File: config.mk
export PLATFORM = sky130hd
export DESIGN_NAME = arith_encoder_param
export DESIGN_NICKNAME = d
export VERILOG_FILES = /design/src/rtl/arith_encoder_param.sv
export SDC_FILE = /design/constraint.sdc
export NUM_CORES = 1
export LEC_CHECK = 0
export CORE_ASPECT_RATIO = 1.1
export CORE_MARGIN = 1
export CORE_UTILIZATION = 30
export DETAILED_ROUTE_END_ITERATION = 16
export PLACE_DENSITY = 0.5
export SLEW_MARGIN = 20
export SYNTH_ARGS = -nofsm -noshare
export SYNTH_HDL_FRONTEND = slang
export SYNTH_SLANG_ARGS = --single-unit
File: constraint.sdc
create_clock -name sys_clk -period 30.2 [get_ports sys_clk]
set_input_delay 4.53 -clock sys_clk [delete_from_list [all_inputs] [get_ports sys_clk]]
set_output_delay 4.53 -clock sys_clk [all_outputs]
set_load 0.005 [all_outputs]
File: src/rtl/arith_encoder_param.sv
// Integer arithmetic encoder with a run-time loadable cumulative-count table.
// Symbols enter on a valid/ready handshake; coded bits leave on a back-pressured serial port.
module arith_encoder_param #(
   parameter int PREC      = 10,
   parameter int NSYM      = 6,
   parameter int SYM_W     = 3,
   parameter int CNT_W     = 8,
   parameter int TOTAL     = 96,
   parameter int FRAME_LEN = 96,
   parameter int PEND_W    = 7
) (
   input  logic             sys_clk,
   input  logic             sys_reset,
   input  logic [SYM_W-1:0] sym_in,
   input  logic             sym_valid,
   output logic             sym_ready,
   input  logic             cum_wr_en,
   input  logic [SYM_W-1:0] cum_wr_addr,
   input  logic [CNT_W-1:0] cum_wr_data,
   output logic             bit_out,
   output logic             bit_valid,
   input  logic             bit_ready,
   output logic             frame_done,
   output logic             sym_err,
   output logic             pend_ovf
);
   localparam int CW = $clog2(FRAME_LEN + 1);
   localparam int FW = $clog2(PREC);
   localparam int PW = PREC + CNT_W + 1;

   typedef enum logic [2:0] {IDLE, UPDATE, RENORM, EMIT_PEND, FLUSH, DONE} state_e;

   state_e            state_q, state_d;
   logic [PREC-1:0]   low_q, low_d, high_q, high_d;
   logic [PEND_W-1:0] pend_q, pend_d;
   logic [CW-1:0]     cnt_q, cnt_d;
   logic [FW-1:0]     fcnt_q, fcnt_d;
   logic [SYM_W-1:0]  idx_q, idx_d;
   logic              b_q, b_d, err_q, err_d, ovf_q, ovf_d;
   logic [CNT_W-1:0]  cum_q [1:NSYM-1];
   logic [CNT_W-1:0]  cum_full [0:NSYM];
   logic [CNT_W-1:0]  c_lo, c_hi;
   logic [SYM_W-1:0]  sel;
   logic              in_rng, sym_ok;
   logic [PREC:0]     rng;
   logic [PW-1:0]     q_lo, q_hi;
   logic [FW-1:0]     fl_idx;

   // Table view with the fixed end points folded in
   always_comb begin
      cum_full[0]    = '0;
      cum_full[NSYM] = CNT_W'(TOTAL);
      for (int k = 1; k < NSYM; k++) cum_full[k] = cum_q[k];
   end

   assign sel = (state_q == IDLE) ? sym_in : idx_q;

   always_comb begin
      c_lo   = '0;
      c_hi   = '0;
      in_rng = 1'b0;
      for (int k = 0; k < NSYM; k++) begin
         if (sel == SYM_W'(k)) begin
            c_lo   = cum_full[k];
            c_hi   = cum_full[k+1];
            in_rng = 1'b1;
         end
      end
   end

   assign sym_ok = in_rng && (c_hi > c_lo);
   assign rng    = {1'b0, high_q} - {1'b0, low_q} + (PREC+1)'(1);
   assign q_lo   = (PW'(rng) * PW'(c_lo)) / PW'(TOTAL);
   assign q_hi   = (PW'(rng) * PW'(c_hi)) / PW'(TOTAL);
   assign fl_idx = FW'(PREC - 1) - fcnt_q;

   always_comb begin
      state_d    = state_q;
      low_d      = low_q;
      high_d     = high_q;
      pend_d     = pend_q;
      cnt_d      = cnt_q;
      fcnt_d     = fcnt_q;
      idx_d      = idx_q;
      b_d        = b_q;
      err_d      = 1'b0;
      ovf_d      = ovf_q;
      sym_ready  = 1'b0;
      bit_valid  = 1'b0;
      bit_out    = 1'b0;
      frame_done = 1'b0;
      case (state_q)
         IDLE: begin
            sym_ready = 1'b1;
            if (sym_valid) begin
               if (sym_ok) begin
                  idx_d   = sym_in;
                  state_d = UPDATE;
               end else begin
                  err_d = 1'b1;
               end
            end
         end
         UPDATE: begin
            low_d   = PREC'(PW'(low_q) + q_lo);
            high_d  = PREC'(PW'(low_q) + q_hi - PW'(1));
            state_d = RENORM;
         end
         RENORM: begin
            if (low_q[PREC-1] == high_q[PREC-1]) begin
               bit_valid = 1'b1;
               bit_out   = low_q[PREC-1];
               if (bit_ready) begin
                  b_d    = low_q[PREC-1];
                  low_d  = {low_q[PREC-2:0], 1'b0};
                  high_d = {high_q[PREC-2:0], 1'b1};
                  if (pend_q != '0) state_d = EMIT_PEND;
               end
            end else if (low_q[PREC-2] && !high_q[PREC-2]) begin
               // Straddling the midpoint: shift and flip the second MSB
               low_d  = {1'b0, low_q[PREC-3:0], 1'b0};
               high_d = {1'b1, high_q[PREC-3:0], 1'b1};
               if (&pend_q) ovf_d  = 1'b1;
               else         pend_d = pend_q + PEND_W'(1);
            end else begin
               cnt_d   = cnt_q + CW'(1);
               state_d = (cnt_q == CW'(FRAME_LEN - 1)) ? FLUSH : IDLE;
            end
         end
         EMIT_PEND: begin
            bit_valid = 1'b1;
            bit_out   = ~b_q;
            if (bit_ready) begin
               pend_d = pend_q - PEND_W'(1);
               if (pend_q == PEND_W'(1)) state_d = RENORM;
            end
         end
         FLUSH: begin
            bit_valid = 1'b1;
            if (fcnt_q == '0)        bit_out = low_q[PREC-1];
            else if (pend_q != '0)   bit_out = ~b_q;
            else                     bit_out = low_q[fl_idx];
            if (bit_ready) begin
               if (fcnt_q == '0) begin
                  b_d    = low_q[PREC-1];
                  fcnt_d = FW'(1);
               end else if (pend_q != '0) begin
                  pend_d = pend_q - PEND_W'(1);
               end else if (fcnt_q == FW'(PREC - 1)) begin
                  state_d = DONE;
               end else begin
                  fcnt_d = fcnt_q + FW'(1);
               end
            end
         end
         DONE: begin
            frame_done = 1'b1;
            low_d      = '0;
            high_d     = '1;
            pend_d     = '0;
            cnt_d      = '0;
            fcnt_d     = '0;
            state_d    = IDLE;
         end
         default: state_d = IDLE;
      endcase
   end

   always_ff @(posedge sys_clk or negedge sys_reset) begin
      if (!sys_reset) begin
         state_q <= IDLE;
         low_q   <= '0;
         high_q  <= '1;
         pend_q  <= '0;
         cnt_q   <= '0;
         fcnt_q  <= '0;
         idx_q   <= '0;
         b_q     <= 1'b0;
         err_q   <= 1'b0;
         ovf_q   <= 1'b0;
      end else begin
         state_q <= state_d;
         low_q   <= low_d;
         high_q  <= high_d;
         pend_q  <= pend_d;
         cnt_q   <= cnt_d;
         fcnt_q  <= fcnt_d;
         idx_q   <= idx_d;
         b_q     <= b_d;
         err_q   <= err_d;
         ovf_q   <= ovf_d;
      end
   end

   always_ff @(posedge sys_clk or negedge sys_reset) begin
      if (!sys_reset) begin
         for (int k = 1; k < NSYM; k++) cum_q[k] <= '0;
      end else if (cum_wr_en && state_q == IDLE) begin
         for (int k = 1; k < NSYM; k++)
            if (cum_wr_addr == SYM_W'(k)) cum_q[k] <= cum_wr_data;
      end
   end

   assign sym_err  = err_q;
   assign pend_ovf = ovf_q;

endmodule

==> results.cfg <==
[status]
outcome = complete, no violations

[yosys]
netlist_instances = 1826
synth-edff-count = 0
syn-cell-area_um2 = 14700
synth_compound_area_share_pct = 20.6
yosysSeqAreaShare_pct = 14.9
synthFlopType = dfrtp_1
yosys.area.top_type_share_pct = 15.1
synthMostInstantiatedCell = inv_1
synth_cell_types = 99
synth-xor-area-share_pct = 4.61
avgSynthCellArea_um2 = 8.06
synthAdderAreaFrac_pct = 27.2
syn-num-nets = 2098
synth-simple-area-share_pct = 18.6
synth_area_leaders = fa_1, dfrtp_1, ha_1, inv_1, nand2_1
yosys-top-cells-count = inv_1, nand2_1, nor2_1, ha_1, fa_1
synth_top_family_by_area = adder cells
yosysWarnings = 0
synth-seq-cells = 87
postSynth.asyncResetShare_pct = 100
synth_mux_area_share_pct = 6.58
yosys.area.top_type = fa_1

[place]
port_buffers = 24
place_hpwl_um = 31200
placed_cell_area_um2 = 15700
gp_congestion = 0.849
place_ws_ps = 13570

[layout]
drive_gt1_share_pct = 8.21
design_area_um2 = 16000
nets = 2095
antenna_cells = 0
area_growth_pct = 8.98

[job]
drv_cap = 0

[grt]
use_met2_pct = 28.2
grt_pass1_wl_um = 66600
grtUsageTotal_pct = 16.4
grt.met3_usage_pct = 1.17
first_global_vias = 12900
use_met1_pct = 22.1
grt_max_degree = 65
overflow = 0
grt_antenna_before_repair = 0
busiest_layer = met2

[clock_tree]
post_cts_buffers = 0
clock_latency_ps = 360
cts_sinks = 87
cts_resized = 0
cts_tree = yes
numCtsBuffers = 9
clockBufferDepth = 2
clockRootBuffer = clkbuf_16
cts_hold_buf = 0
htree_levels = 3
path_clk_slew_ps = 70

[floorplan]
die_h_um = 234
row_count = 84
boundaryPins = 25
dieArea_um2 = 50000
coreArea_um2 = 48100
fp.dieW_um = 213
start_util_pct = 30.6

[route]
wl_per_cell_um = 16.0
first_pass_iters = 5
wl_um = 39500
drtIter0Drc = 849
vias = 13000
vias_per_cell = 5.26
detail-route-antenna-nets = 0
drc = 0

[worst_setup_path]
critical_path.max_stage_delay_ps = 690
critPathBufInv = 5
cp-start-kind = primary input
cp.arrival_ps = 16660
critPathTopFamily = compound AO/OA/AOI/OAI gates
crit_required_ps = 30430
end_kind = flop
slowest_stage = nor2_1
crit_type = primary input to flop
path_max_fanout = 18

[sta]
hold_viol = 0
hold_slack_ps = 501
period_share_pct = 54.4
rsz0062_at_grt = no
fin_skew_ps = 10.7
slew_viol_final = 0
worstMarginPinSlew_ps = 1150
fin_crit_ps = 16440
max_slew_margin_pct = 22.6
max_freq_mhz = 60.8
worst_slack_ps = 13760
setup_tns_ps = 0
finalSetupViolations = 0

[hold_path]
min_path_type = flop to flop
==> metrics by stage <==
stage / utilization, % / cells
final: 33.3 / 2472
after global routing: 33.3 / 2472
after CTS: 33.3 / 2472
after detailed placement: 32.6 / 2457
after global placement: 32.6 / 2457
after floorplan: - / 1826
==> worst min-delay path, cell delays in order (launching register included) <==
cell and delay [ps]:
dfstp_2 380, nand2_1 50, o21ai_0 70
==> cells in the final DEF (no fill, tap or decap), types with 9 or more instances in the layout <==
cell type	n
o22ai_1	21
inv_1	216
a211o_1	10
a21oi_1	100
a21o_1	22
o21ai_0	98
and2_1	28
dfrtp_1	77
clkdlybuf4s50_1	23
o211ai_1	20
dfstp_2	10
buf_4	32
a221oi_1	15
clkbuf_16	9
a211oi_1	15
nor3_1	26
nor2b_1	26
o21bai_1	12
mux2i_1	36
o31ai_1	10
or3_1	10
ha_1	142
nand4_1	13
fa_1	111
or2_2	11
nor2_1	169
xnor2_1	50
nand3_1	45
and3_1	12
nand2_1	203
o21a_1	16
mux2_2	50
a31oi_1	15
nand2b_1	20
xor2_1	22
==> area by class of cell <==
| class | count | area [um^2] |
|---|---|---|
| clock inverter | 5 | 82.6 |
| sequential | 87 | 2190 |
| inverter | 218 | 818 |
| timing repair buffer | 55 | 470 |
| multi-input combinational | 1452 | 11400 |
| tap | 645 | 807 |
| fill | 5144 | 32100 |
| clock buffer | 10 | 239 |
==> cell families (layout without fill, tap and decap cells) <==
logic type               Yosys count  after routing
AO/OA/AOI/OAI                    447            447
multiplexers                      88             88
buffers and inverters            287            288
adder cells (fa/ha/maj)          254            254
AND/OR/NAND/NOR                  588            588
flip-flops                        87             87
XOR/XNOR                          75             75
==> flip-flops by register name (all words and copies together), names as in the netlist <==
name and count:
cum_full 40, high_q 10, low_q 10, cnt_q 7, pend_q 7, fcnt_q 4, idx_q 3, state_q 3
b_q 1, pend_ovf 1, sym_err 1
==> worst paths after layout <==
| check | startpoint | endpoint | slack, ps | cells past startpoint |
|---|---|---|---|---|
| max in group asynchronous | sys_reset | pend_q[5] | 24920 | 2 |
| min in group asynchronous | sys_reset | cum_full[26] | 4060 | 1 |
| worst min register to register | high_q[2] | high_q[2] | 500 | 2 |
| worst max register to register | state_q[0] | low_q[8] | 17070 | 45 |
| worst min-delay path | high_q[2] | high_q[2] | 500 | 2 |
| worst max-delay path | sym_in[0] | low_q[8] | 13760 | 44 |
==> per-layer routing <==
layer  wire, um  share of wire (%)
met2      19200                 48
met1      18700                 47
met4        594                1.5
met5          0                  0
met3       1060                2.7
Power is not shown: default switching activity piles up to over one toggle a cycle in this logic, so the estimate is an artifact.
==> edit 1 (same flow settings) <==
The parameter `SYM_W` goes from 3 to 6.
--- a/src/rtl/arith_encoder_param.sv
+++ b/src/rtl/arith_encoder_param.sv
@@ -4,5 +4,5 @@
    parameter int PREC      = 10,
    parameter int NSYM      = 6,
-   parameter int SYM_W     = 3,
+   parameter int SYM_W     = 6,
    parameter int CNT_W     = 8,
    parameter int TOTAL     = 96,
Ports: changed (resized cum_wr_addr and sym_in); port bits go from 25 to 31. The function was not compared with the original's and may differ.
==> edit 1 against the unedited design <==
Die area increased by 5.2%. Routed wire length increased by 13%. Design area increased by 4.5%. Area after synthesis increased by 5.2%. Sequential cell count increased by 3. Utilization decreased by 0.19 points. Non-clock buffer count increased by 7. Worst setup slack got worse by 410 ps. Sequential share of layout area decreased by 0.13 points. Cell count increased by 4.5%. Critical path type unchanged.
Power is left out: the tool's default activity adds up to more than one toggle a clock period on the data nets, which glitch-free logic cannot reach.
==> edit 1: results (changes against the unedited design) <==
* Commonest cells post-synth: nor2_1 (226), inv_1 (221), nand2_1 (179) (was inv_1 (216), nand2_1 (203), nor2_1 (169))
* Top cells by area, synth: fa_1 (14%), dfrtp_1 (13%), ha_1 (11%) (was fa_1 (15%), dfrtp_1 (13%), ha_1 (12%))
* Normalized max-slew margin at 0.2231 (was 0.2261)
* Skew final at 9.037 ps (was 10.74 ps)
* Hold_ws at 493.9 ps (was 501.0 ps)
* Largest delay share family, worst path: compound AO/OA/AOI/OAI gates (unchanged)
* DRT iter0 DRCs at 1227 (was 849)
* 1st-pass router iterations at 5 (unchanged)
* First-pass GRT wire length at 73.87 mm (was 66.59 mm)
* Post_cts resized at 0 (unchanged)
* Hold Path End: idx_q[5] (was high_q[2])
* Clock transition at path regs at 70 ps (about the same)
* Via density at 5.403 (was 5.261)
* Reg2Reg Depth at 45 (unchanged)
* Share of layout cells above drive strength 1 at 0.08788 (was 0.08210)
* WHS Path Cells at 1 (was 2)
* Slowest CP cell: a2111oi_0 (was nor2_1)
* Inst Count DP at 2567 (was 2457)
* Routability cong. at 0.8868 (was 0.8485)
* Worst hold start: idx_q[5] (was high_q[2])
* Global-route usage over all layers at 0.1745 (was 0.1639)
* Largest net degree at the start of global routing at 59 (was 65)
* Distinct cells, synth at 115 (was 99)
* Syn Nets at 2206 (was 2098)
* Register area share after synthesis at 0.1462 (was 0.1487)
* Max incr delay on CP at 920 ps (was 690 ps)
* R2R setup slack at 16800 ps (was 17070 ps)
* Worst R2R End: high_q[9] (was low_q[8])
* # diodes at 0 (unchanged)
* IO buf count at 30 (was 24)
* Total CTS buffers at 9 (unchanged)
* Final worst setup slack at 13350 ps (was 13760 ps)
* DR vias at 13960 (was 13000)
* Initial antenna violation count at 0 (unchanged)
* R2R Path Start: state_q[0] (unchanged)
* Clock latency on the worst-skew pair at 380 ps (was 360 ps)
* Filler Cells Inserted at 5331 (was 5144)
* Syn Inst Count at 1928 (was 1826)
* GRT met3 Usage at 0.01404 (was 0.01165)
* Final HPWL DP at 35.17 mm (was 31.15 mm)
* Status: complete, no violations (unchanged)
* CTS Buffer Depth at 2 (unchanged)
* Met2 GRT Util at 0.2986 (was 0.2819)
* CP arrival at 17160 ps (was 16660 ps)
* Area after DPL at 16440 sq um (was 15710 sq um)
* CP Max Fanout at 14 (was 18)
* Routed WL at 44.66 mm (was 39.54 mm)
* Met1 GRT Util at 0.2329 (was 0.2208)
* Post-CTS setup buffer count at 0 (unchanged)
edit 1: cell types whose count changed after synthesis, sizes merged, moves of 12 or more:
cell / delta
buf: +15
o21ai: -23
mux2i: -15
nor3: +19
nand2: -23
a21oi: +14
nor2b: -12
nor2: +58
and2: -20
nor4: +14
edit 1: cells by family (layout without fill, tap and decap cells):
group | count (synthesis) | after routing | share of synthesized area
fa+ha+maj | 256 | 256 | 0.2602
simple gates | 640 | 640 | 0.1926
mux | 75 | 75 | 0.05525
buf+inv | 309 | 304 | 0.08376
compound gates | 477 | 477 | 0.2148
flops | 90 | 90 | 0.1462
xor+xnor | 81 | 81 | 0.04725
edit 1: layer usage:
metal	wire [um]	vias up
li1	-	6734
met1	20870	6837
met2	21380	330
met3	1523	56
met4	875	0
met5	0	-
edit 1: worst max path at each step:
| stage | start | endpoint | slack [ps] | cells past startpoint |
|---|---|---|---|---|
| 6_report | sym_in[1] | high_q[9] | 13350 | 44 |
| 5_1_grt | sym_in[4] | high_q[9] | 12640 | 45 |
| 3_5_place_dp | sym_in[1] | high_q[9] | 13180 | 44 |
| 4_1_cts | sym_in[1] | high_q[9] | 13520 | 44 |
| 2_1_floorplan | sym_in[4] | high_q[9] | 15660 | 46 |
| 3_3_place_gp | sym_in[1] | high_q[9] | 12940 | 43 |
edit 1: area by class of cell:
class	count	area [sq um]	area share
Multi-Input combinational cell	1529	11960	0.7139
Sequential cell	90	2265	0.1351
Inverter	226	854.6	0.05100
Tap cell	660	825.8	0.04928
Timing Repair Buffer	62	538.0	0.03211
Clock buffer	9	225.2	0.01344
Clock inverter	7	86.33	0.005152
==> edit 2 (same settings) <==
Without the edit above. Re-encode `state_e` (6 states) as one-hot, 6 bits wide.
--- a/src/rtl/arith_encoder_param.sv
+++ b/src/rtl/arith_encoder_param.sv
@@ -29,5 +29,5 @@
    localparam int PW = PREC + CNT_W + 1;
 
-   typedef enum logic [2:0] {IDLE, UPDATE, RENORM, EMIT_PEND, FLUSH, DONE} state_e;
+   typedef enum logic [5:0] {IDLE = 6'b000001, UPDATE = 6'b000010, RENORM = 6'b000100, EMIT_PEND = 6'b001000, FLUSH = 6'b010000, DONE = 6'b100000} state_e;
 
    state_e            state_q, state_d;
Formal check against the unedited RTL: no difference found for any inputs over 4 cycles, from zero or initial values and one cycle with sys_reset low; so few cycles prove little.
==> edit 2 against the unedited design <==
Worst setup slack got worse by 420 ps. Synthesized cell count rose by 1.0%. Area after synthesis rose by 0.28%. Routed wire length rose by 0.18%. Design area rose by 0.23%. Sequential cell count rose by 3. Worst hold slack improved by 4.9 ps. Critical endpoint is now low_q[9].
Power is left out: the tool's default activity adds up to more than one toggle a clock period on the data nets, which glitch-free logic cannot reach.
==> edit 2: results (changes against the unedited design) <==
* Final HPWL DP at 31.19 mm (was 31.15 mm)
* WHS Path Cells at 2 (unchanged)
* Top cells by area, synth: fa_1 (15%), dfrtp_1 (13%), ha_1 (12%) (unchanged)
* Reg2Reg Depth at 45 (unchanged)
* Post-Synth XOR/XNOR Area at 0.04916 (was 0.04615)
* CP Max Fanout at 23 (was 18)
* First-pass GRT wire length at 66.50 mm (was 66.59 mm)
* Register area share after synthesis at 0.1535 (was 0.1487)
* Compound-Gate Fraction of Synth Area at 0.1857 (was 0.2058)
* Post-synthesis mux area share at 0.06484 (was 0.06578)
* Status: complete, no violations (unchanged)
* Crit path kind: in2reg (unchanged)
* # diodes at 0 (unchanged)
* Worst R2R End: low_q[9] (was low_q[8])
* Via density at 5.180 (was 5.261)
* Routability cong. at 0.8508 (was 0.8485)
* Share of layout cells above drive strength 1 at 0.08889 (was 0.08210)
* Syn Nets at 2117 (was 2098)
* R2R Path Start: state_q[4] (was state_q[0])
* Largest net degree at the start of global routing at 52 (was 65)
* Max incr delay on CP at 820 ps (was 690 ps)
* CTS Buffer Depth at 2 (unchanged)
* Synth Area in Adders at 0.2715 (was 0.2723)
* Ys async rst share at 1.000 (unchanged)
* R2R setup slack at 16660 ps (was 17070 ps)
* CP arrival at 17150 ps (was 16660 ps)
* Crit. Startpoint: sym_in[1] (was sym_in[0])
* Routed WL at 39.61 mm (was 39.54 mm)
* Worst Tran Pin Value at 1052 ps (was 1153 ps)
* Skew final at 13.63 ps (was 10.74 ps)
* Distinct cells, synth at 100 (was 99)
* Global-route usage over all layers at 0.1638 (was 0.1639)
* Commonest cells post-synth: inv_1 (226), nor2_1 (200), nand2_1 (185) (was inv_1 (216), nand2_1 (203), nor2_1 (169))
* Filler Cells Inserted at 5173 (was 5144)
* Clock transition at path regs at approximately 80 ps
* DRT iter0 DRCs at 888 (was 849)
* Largest delay share family, worst path: compound AO/OA/AOI/OAI gates (unchanged)
* Slowest CP cell: o21ai_0 (was nor2_1)
==> edit 2: cell count changes after synthesis, moves of 8 or more <==
cell,before,now
o211ai_1,20,8
o22ai_1,21,9
xor2_1,22,31
a221oi_1,15,7
nor3_1,26,38
o21ai_0,98,84
nand2_1,203,185
a31oi_1,15,24
inv_1,216,226
nor4_1,2,10
nor2_1,169,200
==> edit 2: worst min-delay path by stage <==
| stage | from | end | slack (ps) |
|---|---|---|---|
| 2_1_floorplan | pend_ovf | pend_ovf | 470 |
| 3_3_place_gp | cum_full[42] | cum_full[42] | 490 |
| 3_5_place_dp | cum_full[40] | cum_full[40] | 490 |
| 4_1_cts | high_q[3] | high_q[3] | 510 |
| 5_1_grt | cum_full[41] | cum_full[41] | 520 |
| 6_report | high_q[3] | high_q[3] | 510 |
==> edit 2: final cells by class <==
type,count,share of cell area
repair buffers,54,0.02879
flip-flops and latches,90,0.1409
inverters,228,0.05338
multi-input cells,1457,0.7068
well taps,645,0.05019
clock inverters,6,0.005680
clock buffers,10,0.01424
==> edit 2: worst min-delay path, cell delays in order (launching register included) <==
cell and delay, ps:
dfstp_2 380, inv_1 40, o21ai_0 70
==> edit 2: per-stage QoR <==
stage / std cells / hold slack, ps / area (sq um) / setup WS, ps / util
final: 2490 / 505.8 / 16080 / 13350 / 0.3340
after global routing: 2490 / 518.9 / 16080 / 12270 / 0.3340
after CTS: 2490 / 505.9 / 16070 / 13260 / 0.3339
after detailed placement: 2474 / 493.9 / 15750 / 12890 / 0.3272
after global placement: 2474 / 488.7 / 15750 / 13040 / 0.3272
after floorplan: 1845 / 466.3 / 14760 / 15210 / -
==> edit 2: layer usage <==
metal	wire, um	up-vias	track usage
li1	-	6284	-
met1	18550	6285	0.2264
met2	18870	298	0.2710
met3	1537	31	0.01804
met4	650	0	0.03831
met5	0	-	0
